$ cat config.mk
export PLATFORM = sky130hd
export DESIGN_NAME = mem_req_arb
export DESIGN_NICKNAME = d
export VERILOG_FILES = /design/src/rtl/mem_req_arb_pkg.sv /design/src/rtl/mem_req_arb_tag_tracker.sv /design/src/rtl/mem_req_arb.sv
export SDC_FILE = /design/constraint.sdc
export NUM_CORES = 1
export LEC_CHECK = 0
export BUFFER_PORTS_ARGS = -buffer_cell sky130_fd_sc_hd__buf_4
export CAP_MARGIN = 40
export CORE_ASPECT_RATIO = 0.7
export CORE_MARGIN = 2
export CORE_UTILIZATION = 40
export CTS_BUF_LIST = sky130_fd_sc_hd__clkbuf_16
export CTS_CLUSTER_SIZE = 10
export DETAILED_ROUTE_END_ITERATION = 10
export PLACE_DENSITY = 0.82
export SLEW_MARGIN = 20
export SYNTH_ARGS = -nofsm -noshare
export SYNTH_HDL_FRONTEND = slang
export SYNTH_SLANG_ARGS = --single-unit
$ cat constraint.sdc
create_clock -name clk -period 2.2 [get_ports clk]
set_input_delay 0.11 -clock clk [delete_from_list [all_inputs] [get_ports clk]]
set_output_delay 0.11 -clock clk [all_outputs]
set_load 0.01 [all_outputs]
$ cat src/rtl/mem_req_arb_pkg.sv
`default_nettype none
// ============================================================================
// Module      : mem_common (package)
// Description : Shared memory-request types: requester identity, tag type,
//               and request/response bundles, used by the request arbiter
//               and its tag tracker.
// Revision    : 1.0 - initial release
// ============================================================================
package mem_common;

    localparam int MEM_PADDR_W  = 32;
    localparam int MEM_DATA_W   = 32;
    localparam int MEM_NUM_TAGS = 4;
    localparam int MEM_TAG_W    = $clog2(MEM_NUM_TAGS);

    // Identity of the requester that owns an outstanding tag.
    typedef enum logic {
        SRC_FE = 1'b0,
        SRC_LD = 1'b1
    } t_mem_src;

    typedef logic [MEM_TAG_W-1:0] t_mem_tag;

    typedef struct packed {
        logic                   valid;
        logic [MEM_PADDR_W-1:0] addr;
        t_mem_tag               tag;
    } t_mem_req;

    typedef struct packed {
        logic                  valid;
        t_mem_tag              tag;
        logic [MEM_DATA_W-1:0] data;
    } t_mem_rsp;

endpackage : mem_common
`default_nettype wire

$ cat src/rtl/mem_req_arb_tag_tracker.sv
`default_nettype none
// ============================================================================
// Module      : mem_tag_tracker
// Description : Outstanding-request tag table. Each tag holds a valid bit,
//               owning requester and a stale mark. Provides lowest-index
//               free tag, allocate, free, FE flush-marking, response lookup
//               and a registered count of allocated tags.
// Ports       : clk/reset        - clock, synchronous active-high reset
//               alloc_en/src     - allocate free_idx to src at the edge
//               free_en/rsp_tag  - release rsp_tag at the edge
//               flush            - mark every live FE tag stale
//               free_avail/idx   - a free tag exists / lowest free index
//               lookup_*         - table contents for rsp_tag
//               outstanding_cnt  - number of allocated tags
// Revision    : 1.0 - initial release
// ============================================================================
module mem_tag_tracker
    import mem_common::*;
#(
    parameter int NUM_TAGS = 4,
    parameter int TAG_W    = $clog2(NUM_TAGS)
) (
    input  logic             clk,
    input  logic             reset,
    input  logic             alloc_en,
    input  t_mem_src         alloc_src,
    input  logic             free_en,
    input  logic [TAG_W-1:0] rsp_tag,
    input  logic             flush,
    output logic             free_avail,
    output logic [TAG_W-1:0] free_idx,
    output logic             lookup_vld,
    output t_mem_src         lookup_src,
    output logic             lookup_stale,
    output logic [TAG_W:0]   outstanding_cnt
);

    logic [NUM_TAGS-1:0] r_vld;
    logic [NUM_TAGS-1:0] r_stale;
    t_mem_src            r_src [NUM_TAGS];
    logic [TAG_W:0]      r_cnt;

    logic [NUM_TAGS-1:0] w_vld_nxt;
    logic [NUM_TAGS-1:0] w_stale_nxt;
    t_mem_src            w_src_nxt [NUM_TAGS];
    logic [TAG_W:0]      w_cnt_nxt;
    logic [TAG_W-1:0]    w_free_idx;

    // Lowest-index free tag: scanning downward leaves the smallest hit.
    always_comb begin
        w_free_idx = '0;
        for (int i = NUM_TAGS - 1; i >= 0; i--) begin
            if (!r_vld[i]) begin
                w_free_idx = TAG_W'(i);
            end
        end
    end

    assign free_avail   = ~(&r_vld);
    assign free_idx     = w_free_idx;
    assign lookup_vld   = r_vld[rsp_tag];
    assign lookup_src   = r_src[rsp_tag];
    assign lookup_stale = r_stale[rsp_tag];

    // Flush marks, then free, then allocate. The allocated tag is free in the
    // current table, so it never collides with the tag being released.
    always_comb begin
        w_vld_nxt   = r_vld;
        w_stale_nxt = r_stale;
        for (int i = 0; i < NUM_TAGS; i++) begin
            w_src_nxt[i] = r_src[i];
            if (flush && r_vld[i] && (r_src[i] == SRC_FE)) begin
                w_stale_nxt[i] = 1'b1;
            end
        end
        if (free_en) begin
            w_vld_nxt[rsp_tag] = 1'b0;
        end
        if (alloc_en) begin
            w_vld_nxt[w_free_idx]   = 1'b1;
            w_stale_nxt[w_free_idx] = 1'b0;
            w_src_nxt[w_free_idx]   = alloc_src;
        end
    end

    always_comb begin
        w_cnt_nxt = '0;
        for (int i = 0; i < NUM_TAGS; i++) begin
            w_cnt_nxt = w_cnt_nxt + (TAG_W+1)'(w_vld_nxt[i]);
        end
    end

    always_ff @(posedge clk) begin
        if (reset) begin
            r_vld   <= '0;
            r_stale <= '0;
            r_cnt   <= '0;
            for (int i = 0; i < NUM_TAGS; i++) begin
                r_src[i] <= SRC_FE;
            end
        end else begin
            r_vld   <= w_vld_nxt;
            r_stale <= w_stale_nxt;
            r_cnt   <= w_cnt_nxt;
            for (int i = 0; i < NUM_TAGS; i++) begin
                r_src[i] <= w_src_nxt[i];
            end
        end
    end

    assign outstanding_cnt = r_cnt;

endmodule : mem_tag_tracker
`default_nettype wire

$ cat src/rtl/mem_req_arb.sv
`default_nettype none
// ============================================================================
// Module      : mem_req_arb
// Description : Shares one memory request port between instruction fetch
//               (FE) and data-miss (LD) requesters with round-robin
//               arbitration, tags each request from a small pool, and routes
//               tagged responses back to their owner. FE responses made
//               stale by a mispredict flush are dropped.
// Ports       : fe_req_* / ld_req_*  - requester valid/addr in, grant out
//               fe_flush             - discard in-flight FE requests
//               mem_req_*            - downstream request (valid/addr/tag/ready)
//               mem_rsp_*            - downstream tagged response
//               fe_rsp_* / ld_rsp_*  - registered routed responses
//               outstanding_cnt      - number of allocated tags
// Revision    : 1.0 - initial release
// ============================================================================
module mem_req_arb
    import mem_common::*;
#(
    parameter int PADDR_W  = 32,
    parameter int DATA_W   = 32,
    parameter int NUM_TAGS = 4,
    parameter int TAG_W    = $clog2(NUM_TAGS)
) (
    input  logic               clk,
    input  logic               reset,
    input  logic               fe_req_valid,
    input  logic [PADDR_W-1:0] fe_req_addr,
    output logic               fe_req_gnt,
    input  logic               ld_req_valid,
    input  logic [PADDR_W-1:0] ld_req_addr,
    output logic               ld_req_gnt,
    input  logic               fe_flush,
    output logic               mem_req_valid,
    output logic [PADDR_W-1:0] mem_req_addr,
    output logic [TAG_W-1:0]   mem_req_tag,
    input  logic               mem_req_ready,
    input  logic               mem_rsp_valid,
    input  logic [TAG_W-1:0]   mem_rsp_tag,
    input  logic [DATA_W-1:0]  mem_rsp_data,
    output logic               fe_rsp_valid,
    output logic [DATA_W-1:0]  fe_rsp_data,
    output logic               ld_rsp_valid,
    output logic [DATA_W-1:0]  ld_rsp_data,
    output logic [TAG_W:0]     outstanding_cnt
);

    t_mem_src          r_rr_last;
    logic              r_fe_rsp_valid;
    logic              r_ld_rsp_valid;
    logic [DATA_W-1:0] r_fe_rsp_data;
    logic [DATA_W-1:0] r_ld_rsp_data;

    logic              w_fe_elig;
    logic              w_ld_elig;
    logic              w_sel_ld;
    t_mem_src          w_sel_src;
    logic              w_req_valid;
    logic              w_grant;
    logic              w_free_avail;
    logic [TAG_W-1:0]  w_free_idx;
    logic              w_lookup_vld;
    t_mem_src          w_lookup_src;
    logic              w_lookup_stale;
    logic              w_rsp_hit;
    logic              w_fe_rsp;
    logic              w_ld_rsp;

    // A flush in flight makes any FE fetch pointless, so FE sits out.
    assign w_fe_elig = fe_req_valid & ~fe_flush;
    assign w_ld_elig = ld_req_valid;

    // LD wins when alone, or on a conflict when FE was granted last.
    assign w_sel_ld  = w_ld_elig & (~w_fe_elig | (r_rr_last == SRC_FE));
    assign w_sel_src = w_sel_ld ? SRC_LD : SRC_FE;

    assign w_req_valid = (w_fe_elig | w_ld_elig) & w_free_avail & ~reset;
    assign w_grant     = w_req_valid & mem_req_ready;

    assign mem_req_valid = w_req_valid;
    assign mem_req_addr  = w_req_valid ? (w_sel_ld ? ld_req_addr : fe_req_addr) : '0;
    assign mem_req_tag   = w_req_valid ? w_free_idx : '0;
    assign fe_req_gnt    = w_grant & ~w_sel_ld;
    assign ld_req_gnt    = w_grant &  w_sel_ld;

    // Responses to unallocated tags are ignored. A flush arriving with an FE
    // response drops it, just as if the tag had already been marked stale.
    assign w_rsp_hit = mem_rsp_valid & w_lookup_vld;
    assign w_fe_rsp  = w_rsp_hit & (w_lookup_src == SRC_FE) & ~w_lookup_stale & ~fe_flush;
    assign w_ld_rsp  = w_rsp_hit & (w_lookup_src == SRC_LD);

    mem_tag_tracker #(
        .NUM_TAGS (NUM_TAGS),
        .TAG_W    (TAG_W)
    ) u_tag_tracker (
        .clk             (clk),
        .reset           (reset),
        .alloc_en        (w_grant),
        .alloc_src       (w_sel_src),
        .free_en         (w_rsp_hit),
        .rsp_tag         (mem_rsp_tag),
        .flush           (fe_flush),
        .free_avail      (w_free_avail),
        .free_idx        (w_free_idx),
        .lookup_vld      (w_lookup_vld),
        .lookup_src      (w_lookup_src),
        .lookup_stale    (w_lookup_stale),
        .outstanding_cnt (outstanding_cnt)
    );

    always_ff @(posedge clk) begin
        if (reset) begin
            r_rr_last      <= SRC_LD;
            r_fe_rsp_valid <= 1'b0;
            r_ld_rsp_valid <= 1'b0;
            r_fe_rsp_data  <= '0;
            r_ld_rsp_data  <= '0;
        end else begin
            if (w_grant) begin
                r_rr_last <= w_sel_src;
            end
            r_fe_rsp_valid <= w_fe_rsp;
            r_ld_rsp_valid <= w_ld_rsp;
            // Data registers only load on a delivered response and hold otherwise.
            if (w_fe_rsp) begin
                r_fe_rsp_data <= mem_rsp_data;
            end
            if (w_ld_rsp) begin
                r_ld_rsp_data <= mem_rsp_data;
            end
        end
    end

    assign fe_rsp_valid = r_fe_rsp_valid;
    assign fe_rsp_data  = r_fe_rsp_data;
    assign ld_rsp_valid = r_ld_rsp_valid;
    assign ld_rsp_data  = r_ld_rsp_data;

`ifdef ASSERT
    always @(posedge clk) begin
        if (!reset && mem_rsp_valid) begin
            assert (w_lookup_vld) else $error("response for unallocated tag %0d", mem_rsp_tag);
        end
    end
`endif

endmodule : mem_req_arb
`default_nettype wire

==> results_dict.tcl, run 1 <==
set metrics [dict create \
    drive_gt1_frac 0.355 \
    viasPerCell 5.16 \
    critPathMaxFanout 26 \
    boundaryPins 211 \
    die_w_um 121 \
    static-leakage-power_nw 2.53 \
    cts.sink_count 82 \
    fin_crit_sh 0.922 \
    fmax_mhz 493 \
    gr-total-overflow 0 \
    cp_cell_sequence "nand2_1, buf_4, nor2_2, or2_4, buf_6, a21oi_1, buf_4" \
    slowest_stage "dfxtp_1" \
    yosys_most_used_dff "dfxtp_1" \
    start_util 0.418 \
    wl_um 12000 \
    crit_path_start_kind "flop" \
    placedCellCount 801 \
    num_rows 29 \
    cpMostUsedCell "buf_4" \
    numPortBuffers 210 \
    crit_arrival_ns 1.92 \
    cts_tree "built" \
    rr_endpoint "u_tag_tracker.outstanding_cnt[1]" \
    hold_viol 0 \
    die_y_um 85.9 \
    min_path_type "input pin to flop" \
    fin_crit_ns 2.03 \
    endpoint_kind "output pin" \
    synth-seq-cells 82 \
    grt_pass1_wl_um 18900 \
    drtIter0Drc 245 \
    slowest_delay_ns 0.42 \
    crit_path_end "mem_req_addr[0]" \
    clockRootBuffer "clkbuf_16" \
    htreeDepth 3 \
    die_area_um2 10400 \
    drtAntennaViolNets 0 \
    route.detailed.drc 0 \
    area_growth_pct 51.5 \
    cts.clk_slew.worst_paths_ns 0.06 \
    synthesis.area_um2 3830 \
    synthesis.nets 605 \
    worstPathRequired_ns 2.09 \
    finalNonFillerCells 816 \
    wl_per_cell_um 14.7 \
    cts.path.max_buffers 2 \
    synth_top_area_share 0.428 \
    dpl.hpwl_um 8940 \
    startpoint "u_tag_tracker.r_vld[1]" \
    core_um2 9180 \
    power_density_nw_per_um2 585 \
    grt_start_max_net_pins 71 \
    ff2ff_setup_slack_ns 0.18 \
    cts_hold_buffers 0 \
    drv_cap 0 \
    worstMarginPinSlew_ns 0.679 \
    ys_seq_area_frac 0.428 \
    gp_congestion 0.930 \
    ys_warn_count 0 \
    antenna_cells 0 \
    synth.area.top_cells "dfxtp_1, nand2_1, mux2i_1" \
    finalSetupTns_ns 0 \
    ys_top_cells_by_count "nand2_1, dfxtp_1, a21oi_1" \
    insertion_delay_ns 0.33 \
    drv_slew 0 \
    timing.hold.ws_ns 0.0417 \
    synth_edf_count 0 \
    antenna_found_initial 0 \
    rsz0062_at_grt "false" \
    reg2regPathDepth 8 \
    grt_usage 0.225 \
    synth_top_cell_by_area "dfxtp_1" \
    slew_headroom 0.547 \
    synth_async_sr_flop_share 0 \
    syn_inst 497 \
    vias 4210 \
    finalSetupViolations 0 \
    timing.rr.start "u_tag_tracker.r_vld[1]" \
    ys_types 37 \
    outcome "finished clean" \
    finalClockSkew_ns 0.00732 \
    fillCellCount 834 \
    grt_pass1_vias 3966 \
    syn_area_per_cell_um2 7.71 \
    nNetsFinal 796 \
    path_class "flop to output pin" \
    numCtsBuffers 9 \
    drt_pass1_iterations 5 \
    cts_setup_buffers 0 \
    yosysMostFrequentCell "nand2_1" \
    vdd_drop_max_uv 475 \
]
## how the worst min path moves through the flow
stage | start | end | depth (start not counted)
final | mem_rsp_data[1] | fe_rsp_data[1] | 3
after global routing | mem_rsp_data[2] | fe_rsp_data[2] | 3
after CTS | mem_rsp_data[1] | fe_rsp_data[1] | 3
after detailed placement | mem_rsp_data[1] | fe_rsp_data[1] | 3
after global placement | mem_rsp_data[28] | fe_rsp_data[28] | 3
after floorplan | mem_rsp_data[0] | fe_rsp_data[0] | 2
## power breakdown
| part | leakage, nW | total, mW | switching (mW) | internal, mW |
|---|---|---|---|---|
| Clock | 0.142 | 1.43 | 0.569 | 0.866 |
| Combinational | 1.73 | 0.459 | 0.225 | 0.234 |
| Sequential | 0.661 | 1.50 | 0.00739 | 1.49 |
## what timing repair did
action,in CTS,in global routing
resized for setup,3,1
endpoints found under the hold margin,0,0
setup endpoints to repair,26,26
pin swaps,0,0
## stage by stage
step           cell area [µm²]  utilization  total power, mW  worst slack [ns]
3_5_place_dp              5510        0.600             1.99            0.0243
3_3_place_gp              5510        0.600             1.98             0.135
2_1_floorplan             3830            -             1.73             0.143
4_1_cts                   5800        0.632             3.43            0.0990
6_report                  5810        0.633             3.40             0.172
5_1_grt                   5810        0.633             3.54            0.0310
## logic make-up after synthesis
family	after synthesis	synth area share
AOI/OAI and AO/OA	123	0.169
muxes	39	0.105
DFF	82	0.428
and+or+nand+nor	200	0.228
adders and majority gates	3	0.0117
buffers and inverters	50	0.0578
## sequential cells by signal (all words and copies together) (netlist names)
name	count
u_tag_tracker.r_vld	4
u_tag_tracker.r_stale	4
fe_rsp_valid	1
ld_rsp_data	32
fe_rsp_data	32
u_tag_tracker.outstanding_cnt	3
r_rr_last	1
ld_rsp_valid	1
u_tag_tracker.r_src	4
## critical path: cells and delay by family (launching register included)
family | cells | cell delay (ns)
DFF | 1 | 0.42
buffers and inverters | 3 | 0.55
and+or+nand+nor | 3 | 0.51
AOI/OAI and AO/OA | 1 | 0.09
## placed cells by master, fill, tap and decap left out, drive strengths merged, types with 2 or more instances in the layout
cell / count
buf: 223
nand2: 136
dfxtp: 82
a21oi: 70
o21ai: 43
mux2i: 37
nand3: 33
clkbuf: 9
inv: 8
nor3: 5
nor2: 5
nand2b: 4
and2: 4
nor2b: 3
nand3b: 3
or3: 3
clkinv: 3
o311ai: 2
ha: 2
## routing by layer
layer | vias up | track usage | routed length [µm]
li1 | 2069 | - | -
met1 | 1964 | 0.292 | 5250
met2 | 158 | 0.367 | 5730
met3 | 19 | 0.0545 | 832
met4 | 0 | 0.0793 | 214
met5 | - | 0 | 0
## area by class of cell
| class | instances | area (µm²) | area share |
|---|---|---|---|
| multi-input combinational | 365 | 1990 | 0.343 |
| clock buffer | 9 | 225 | 0.0388 |
| clock inverter | 6 | 60.1 | 0.0103 |
| timing repair buffer | 223 | 1700 | 0.293 |
| sequential | 82 | 1640 | 0.283 |
| inverter | 7 | 26.3 | 0.00452 |
| tap | 124 | 155 | 0.0267 |
No activity file was read; power rests on OpenSTA's default activity.
==> run 2, diff against run 1 <==
--- a/config.mk
+++ b/config.mk
@@ -7,13 +7,15 @@
 export LEC_CHECK = 0
 export BUFFER_PORTS_ARGS = -buffer_cell sky130_fd_sc_hd__buf_4
 export CAP_MARGIN = 40
+export CELL_PAD_IN_SITES_DETAIL_PLACEMENT = 0
+export CELL_PAD_IN_SITES_GLOBAL_PLACEMENT = 1
 export CORE_ASPECT_RATIO = 0.7
 export CORE_MARGIN = 2
-export CORE_UTILIZATION = 40
+export CORE_UTILIZATION = 27
 export CTS_BUF_LIST = sky130_fd_sc_hd__clkbuf_16
 export CTS_CLUSTER_SIZE = 10
 export DETAILED_ROUTE_END_ITERATION = 10
-export PLACE_DENSITY = 0.82
+export PLACE_DENSITY = 0.81
 export SLEW_MARGIN = 20
 export SYNTH_ARGS = -nofsm -noshare
 export SYNTH_HDL_FRONTEND = slang
==> run 2 against run 1 <==
Clock-buffer cell count unchanged. Register-to-register slack improved by 0.06 ns. Via count fell by 1.4%. Hold slack worse by 0.0078 ns. Largest cell class unchanged. Highest routed layer unchanged.
==> results_dict.tcl, run 2 (same netlist as run 1, synthesis figures left out) <==
set metrics [dict create \
    vdd_drop_max_uv 321 \
    antenna_found_initial 0 \
    vias 4151 \
    finalSetupTns_ns 0 \
    drtIter0Drc 219 \
    crit_path_start_kind "flop" \
    grt_usage 0.165 \
    finalClockSkew_ns 0.00720 \
    route.detailed.drc 0 \
    layout_commonest_cell "buf_4" \
    wl_um 12900 \
    antenna_cells 0 \
    dp_worst_setup_slack_ns 0.0813 \
    critPathMaxFanout 33 \
    drive_gt1_frac 0.358 \
    worstMarginPinSlew_ns 0.706 \
    placedCellCount 870 \
    finalNonFillerCells 886 \
    final_cell_mix "buf_4, nand2_1, dfxtp_1, a21oi_1" \
    area_growth_pct 54.1 \
    cts.clk_slew.worst_paths_ns 0.07 \
    p_total_mw 3.36 \
    final_area_um2 5910 \
    die_w_um 146 \
    cts_tree "built" \
    cts.path.max_buffers 2 \
    sequentialPowerShare 0.447 \
    switching_power_mw 0.855 \
    hold_viol 0 \
    numPortBuffers 210 \
    viasPerCell 4.69 \
    fin_crit_sh 0.928 \
    insertion_delay_ns 0.34 \
    start_util 0.276 \
    fin_crit_ns 2.04 \
    power_density_nw_per_um2 568 \
    drv_slew 0 \
    p_int_mw 2.50 \
    grt_pass1_vias 3925 \
    gp_congestion 0.843 \
    endpoint_kind "output pin" \
    dpl_cell_area_um2 5630 \
    gr-total-overflow 0 \
    nNetsFinal 799 \
    grt_start_max_net_pins 71 \
    switching_share 0.255 \
    num_rows 36 \
    comb_power_share 0.140 \
    finalSetupViolations 0 \
    p_clk_frac 0.413 \
    die_y_um 104 \
    cts_hold_buffers 0 \
    static-leakage-power_nw 2.53 \
    boundaryPins 211 \
    drtAntennaViolNets 0 \
    reg2regPathDepth 8 \
    postLayoutCoreUtil 0.426 \
    htreeDepth 3 \
    timing.hold.ws_ns 0.0339 \
    crit_arrival_ns 1.93 \
    worstPathRequired_ns 2.09 \
    path_class "flop to output pin" \
    outcome "finished clean" \
    setup_ws_ns 0.159 \
    drv_cap 0 \
    dpl.hpwl_um 9420 \
    die_area_um2 15200 \
    drt_pass1_iterations 4 \
    wl_per_cell_um 14.5 \
    core_um2 13900 \
    holdPathStages 3 \
    numCtsBuffers 9 \
    slew_headroom 0.529 \
    grt_pass1_wl_um 20400 \
    min_path_type "input pin to flop" \
    rsz0062_at_grt "false" \
    fmax_mhz 490 \
    cts.sink_count 82 \
    clockRootBuffer "clkbuf_16" \
]
-- run 2: cell count changes in the layout (fill, tap and decap cells not counted), sizes merged --
cell,previous run,this run
buf,223,226
clkinvlp,1,3
bufinv,1,0
-- run 2: what timing repair did --
action,CTS,global route
resized for setup,0,1
buffers inserted,0,0
endpoints found under the setup margin,0,34
-- run 2: routing by layer --
metal,vias to the layer above,share of wire,GRT usage
met5,-,0,0
met4,0,0.0074,0.0354
met3,10,0.058,0.0471
met2,120,0.45,0.250
met1,1940,0.48,0.234
li1,2081,-,-
-- run 2: cell type report --
type / instances / area, µm²
clock inverter: 7 / 53.8
fill: 1445 / 7960
multi-input combinational: 365 / 1990
tap: 190 / 238
sequential: 82 / 1640
inverter: 7 / 26.3
timing repair buffer: 226 / 1730
clock buffer: 9 / 225
-- run 2: final timing paths --
check / startpoint / to / slack, ns
hold reg to reg: fe_rsp_data[7] / fe_rsp_data[7] / 0.46
setup / recovery: u_tag_tracker.r_vld[0] / mem_req_addr[3] / 0.16
hold / removal: mem_rsp_data[14] / fe_rsp_data[14] / 0.03
setup reg to reg: u_tag_tracker.r_vld[1] / u_tag_tracker.outstanding_cnt[1] / 0.24
-- run 2: power by group through the flow --
stage	combinational, mW	sequential [mW]	clock, mW
2_1_floorplan	0.195	1.53	0
4_1_cts	0.471	1.50	1.44
5_1_grt	0.513	1.50	1.51
6_report	0.468	1.50	1.39
3_5_place_dp	0.469	1.53	0
3_3_place_gp	0.463	1.53	0
-- run 2: critical path, cell delays in order, from the launching register on --
cell	delay (ns)
dfxtp_2	0.37
nand2_1	0.16
buf_4	0.16
nor2_1	0.07
or2_1	0.24
buf_12	0.18
a21oi_1	0.24
buf_4	0.18
==> run 3, diff against run 2 <==
--- a/config.mk
+++ b/config.mk
@@ -5,6 +5,7 @@
 export SDC_FILE = /design/constraint.sdc
 export NUM_CORES = 1
 export LEC_CHECK = 0
+export ABC_AREA = 1
 export BUFFER_PORTS_ARGS = -buffer_cell sky130_fd_sc_hd__buf_4
 export CAP_MARGIN = 40
 export CELL_PAD_IN_SITES_DETAIL_PLACEMENT = 0
@@ -15,7 +16,7 @@
 export CTS_BUF_LIST = sky130_fd_sc_hd__clkbuf_16
 export CTS_CLUSTER_SIZE = 10
 export DETAILED_ROUTE_END_ITERATION = 10
-export PLACE_DENSITY = 0.81
+export PLACE_DENSITY = 0.83
 export SLEW_MARGIN = 20
 export SYNTH_ARGS = -nofsm -noshare
 export SYNTH_HDL_FRONTEND = slang
==> run 3 against run 2 <==
Critical path depth up 8. Sequential share of layout area down 1.1 points. Global-route usage down 0.31 points. Worst setup slack worse by 0.098 ns. Non-clock buffer count up 12. First-iteration DRC count up 16%. Wire length up 2.2%. Critical path type is now flop to flop. Largest power group unchanged.
==> results_dict.tcl, run 3 <==
set metrics [dict create \
    outcome "finished clean" \
    slew_headroom 0.487 \
    ys_top_cells_by_count "nor2_1, nand2_1, dfxtp_1" \
    fmax_mhz 467 \
    synth-seq-cells 82 \
    vdd_drop_max_uv 359 \
    synth_async_sr_flop_share 0 \
    power_density_nw_per_um2 579 \
    cts.clk_slew.worst_paths_ns 0.07 \
    setup_ws_ns 0.0609 \
    path_class "flop to flop" \
    dpl_cell_area_um2 5740 \
    p_total_mw 3.58 \
    cpMostUsedCell "nand2_2" \
    rr_endpoint "u_tag_tracker.outstanding_cnt[1]" \
    gp_congestion 0.826 \
    drv_slew 0 \
    core_um2 14100 \
    viasPerCell 4.40 \
    slowest_delay_ns 0.38 \
    static-leakage-power_nw 3.09 \
    insertion_delay_ns 0.33 \
    die_area_um2 15700 \
    drive_gt1_frac 0.358 \
    min_path_type "input pin to flop" \
    num_rows 36 \
    synth_top_area_share 0.414 \
    numPortBuffers 210 \
    worstMarginPinSlew_ns 0.768 \
    yosysMostFrequentCell "nor2_1" \
    timing.rr.start "u_tag_tracker.r_vld[0]" \
    ys_warn_count 0 \
    endpoint_kind "flop" \
    boundaryPins 211 \
    grt_pass1_wl_um 20600 \
    hold_viol 0 \
    cts_tree "built" \
    placedCellCount 988 \
    numCtsBuffers 9 \
    crit_path_end "u_tag_tracker.outstanding_cnt[1]" \
    drv_cap 0 \
    area_growth_pct 56.1 \
    finalSetupTns_ns 0 \
    nNetsFinal 924 \
    startpoint "u_tag_tracker.r_vld[0]" \
    syn_area_per_cell_um2 6.55 \
    start_util 0.280 \
    antenna_found_initial 0 \
    synthesis.nets 713 \
    fin_crit_ns 2.14 \
    critPathMaxFanout 4 \
    layout_commonest_cell "buf_4" \
    reg2regPathDepth 15 \
    timing.hold.ws_ns 0.0249 \
    route.detailed.drc 0 \
    cts.path.max_buffers 2 \
    final_cell_mix "buf_4, nor2_1, nand2_1, dfxtp_1, inv_1" \
    finalNonFillerCells 1011 \
    grt_start_max_net_pins 71 \
    yosys_most_used_dff "dfxtp_1" \
    drtIter0Drc 255 \
    antenna_cells 0 \
    synth_top_cell_by_area "dfxtp_1" \
    slowest_stage "fa_2" \
    dpl.hpwl_um 9690 \
    clockRootBuffer "clkbuf_16" \
    die_w_um 149 \
    finalSetupViolations 0 \
    final_area_um2 6190 \
    fin_crit_sh 0.972 \
    synthesis.area_um2 3960 \
    ys_seq_area_frac 0.414 \
    drt_pass1_iterations 4 \
    crit_arrival_ns 2.36 \
    htreeDepth 3 \
    cp_cell_sequence "buf_6, nand2_1, nand2_2, nor2_4, nor2_8, nand2_2, nand2_2, nand2_2, ha_4, inv_2, fa_2, inv_2, ha_4, inv_1, nor2_1" \
    crit_path_start_kind "flop" \
    synth_edf_count 0 \
    wl_um 13100 \
    syn_inst 605 \
    wl_per_cell_um 13.0 \
    grt_pass1_vias 4051 \
    drtAntennaViolNets 0 \
    dp_worst_setup_slack_ns -0.0544 \
    finalClockSkew_ns 0.0102 \
    die_y_um 105 \
    synth.area.top_cells "dfxtp_1, nor2_1, nand2_1" \
    grt_usage 0.162 \
    gr-total-overflow 0 \
    worstPathRequired_ns 2.42 \
    ys_types 25 \
    ff2ff_setup_slack_ns 0.06 \
    postLayoutCoreUtil 0.437 \
    cts.sink_count 82 \
    vias 4444 \
]
[run 3: how the worst min path moves through the flow]
stage	from	endpoint	slack [ns]	cells after the start
finish	mem_rsp_data[29]	ld_rsp_data[29]	0.02	3
global route	mem_rsp_data[28]	ld_rsp_data[28]	0.02	3
CTS	mem_rsp_data[29]	ld_rsp_data[29]	0.01	3
detailed placement	mem_rsp_data[29]	ld_rsp_data[29]	0.36	3
global placement	mem_rsp_data[29]	ld_rsp_data[29]	0.36	3
floorplan	reset	u_tag_tracker.r_stale[0]	0.19	1
[run 3: layout make-up]
class,instances,area (µm²)
Fill cell,1514,7960
Multi-Input combinational cell,426,1970
Timing Repair Buffer,238,1800
Sequential cell,82,1650
Tap cell,190,238
Clock buffer,9,225
Inverter,59,221
Clock inverter,7,77.6
[run 3: cell families after synthesis]
group | after synthesis | synth area share
AO/OA/AOI/OAI | 78 | 0.0995
adder cells (fa/ha/maj) | 3 | 0.0114
buffers and inverters | 97 | 0.109
flip-flops | 82 | 0.414
AND/OR/NAND/NOR | 345 | 0.366
[run 3: critical path: cells and delay by family, from the launching register on]
| family | cells | cell delay [ns] |
|---|---|---|
| adder cells (fa/ha/maj) | 3 | 0.83 |
| AND/OR/NAND/NOR | 8 | 0.57 |
| flip-flops | 1 | 0.35 |
| buffers and inverters | 4 | 0.27 |
[run 3: per-layer routing]
layer,track usage,vias to the layer above,wire [µm]
met3,0.0545,8,972
met5,0,-,0
met2,0.242,128,5780
met1,0.229,1986,6300
met4,0.0293,0,90
li1,-,2322,-
[run 3: power breakdown]
part | internal [mW] | total [mW] | switching (mW)
sequential | 1.50 | 1.51 | 0.0105
clock | 0.889 | 1.51 | 0.622
combinational | 0.271 | 0.559 | 0.287
total | 2.66 | 3.58 | 0.920
[run 3: repair_timing]
| item | 4_1_cts | 5_1_grt |
|---|---|---|
| gates resized for setup | 3 | 28 |
| hold buffers | 0 | 0 |
| setup buffers | 0 | 7 |
| cloned | 0 | 0 |
| pin swaps | 0 | 9 |
| setup endpoints to repair | 1 | 2 |
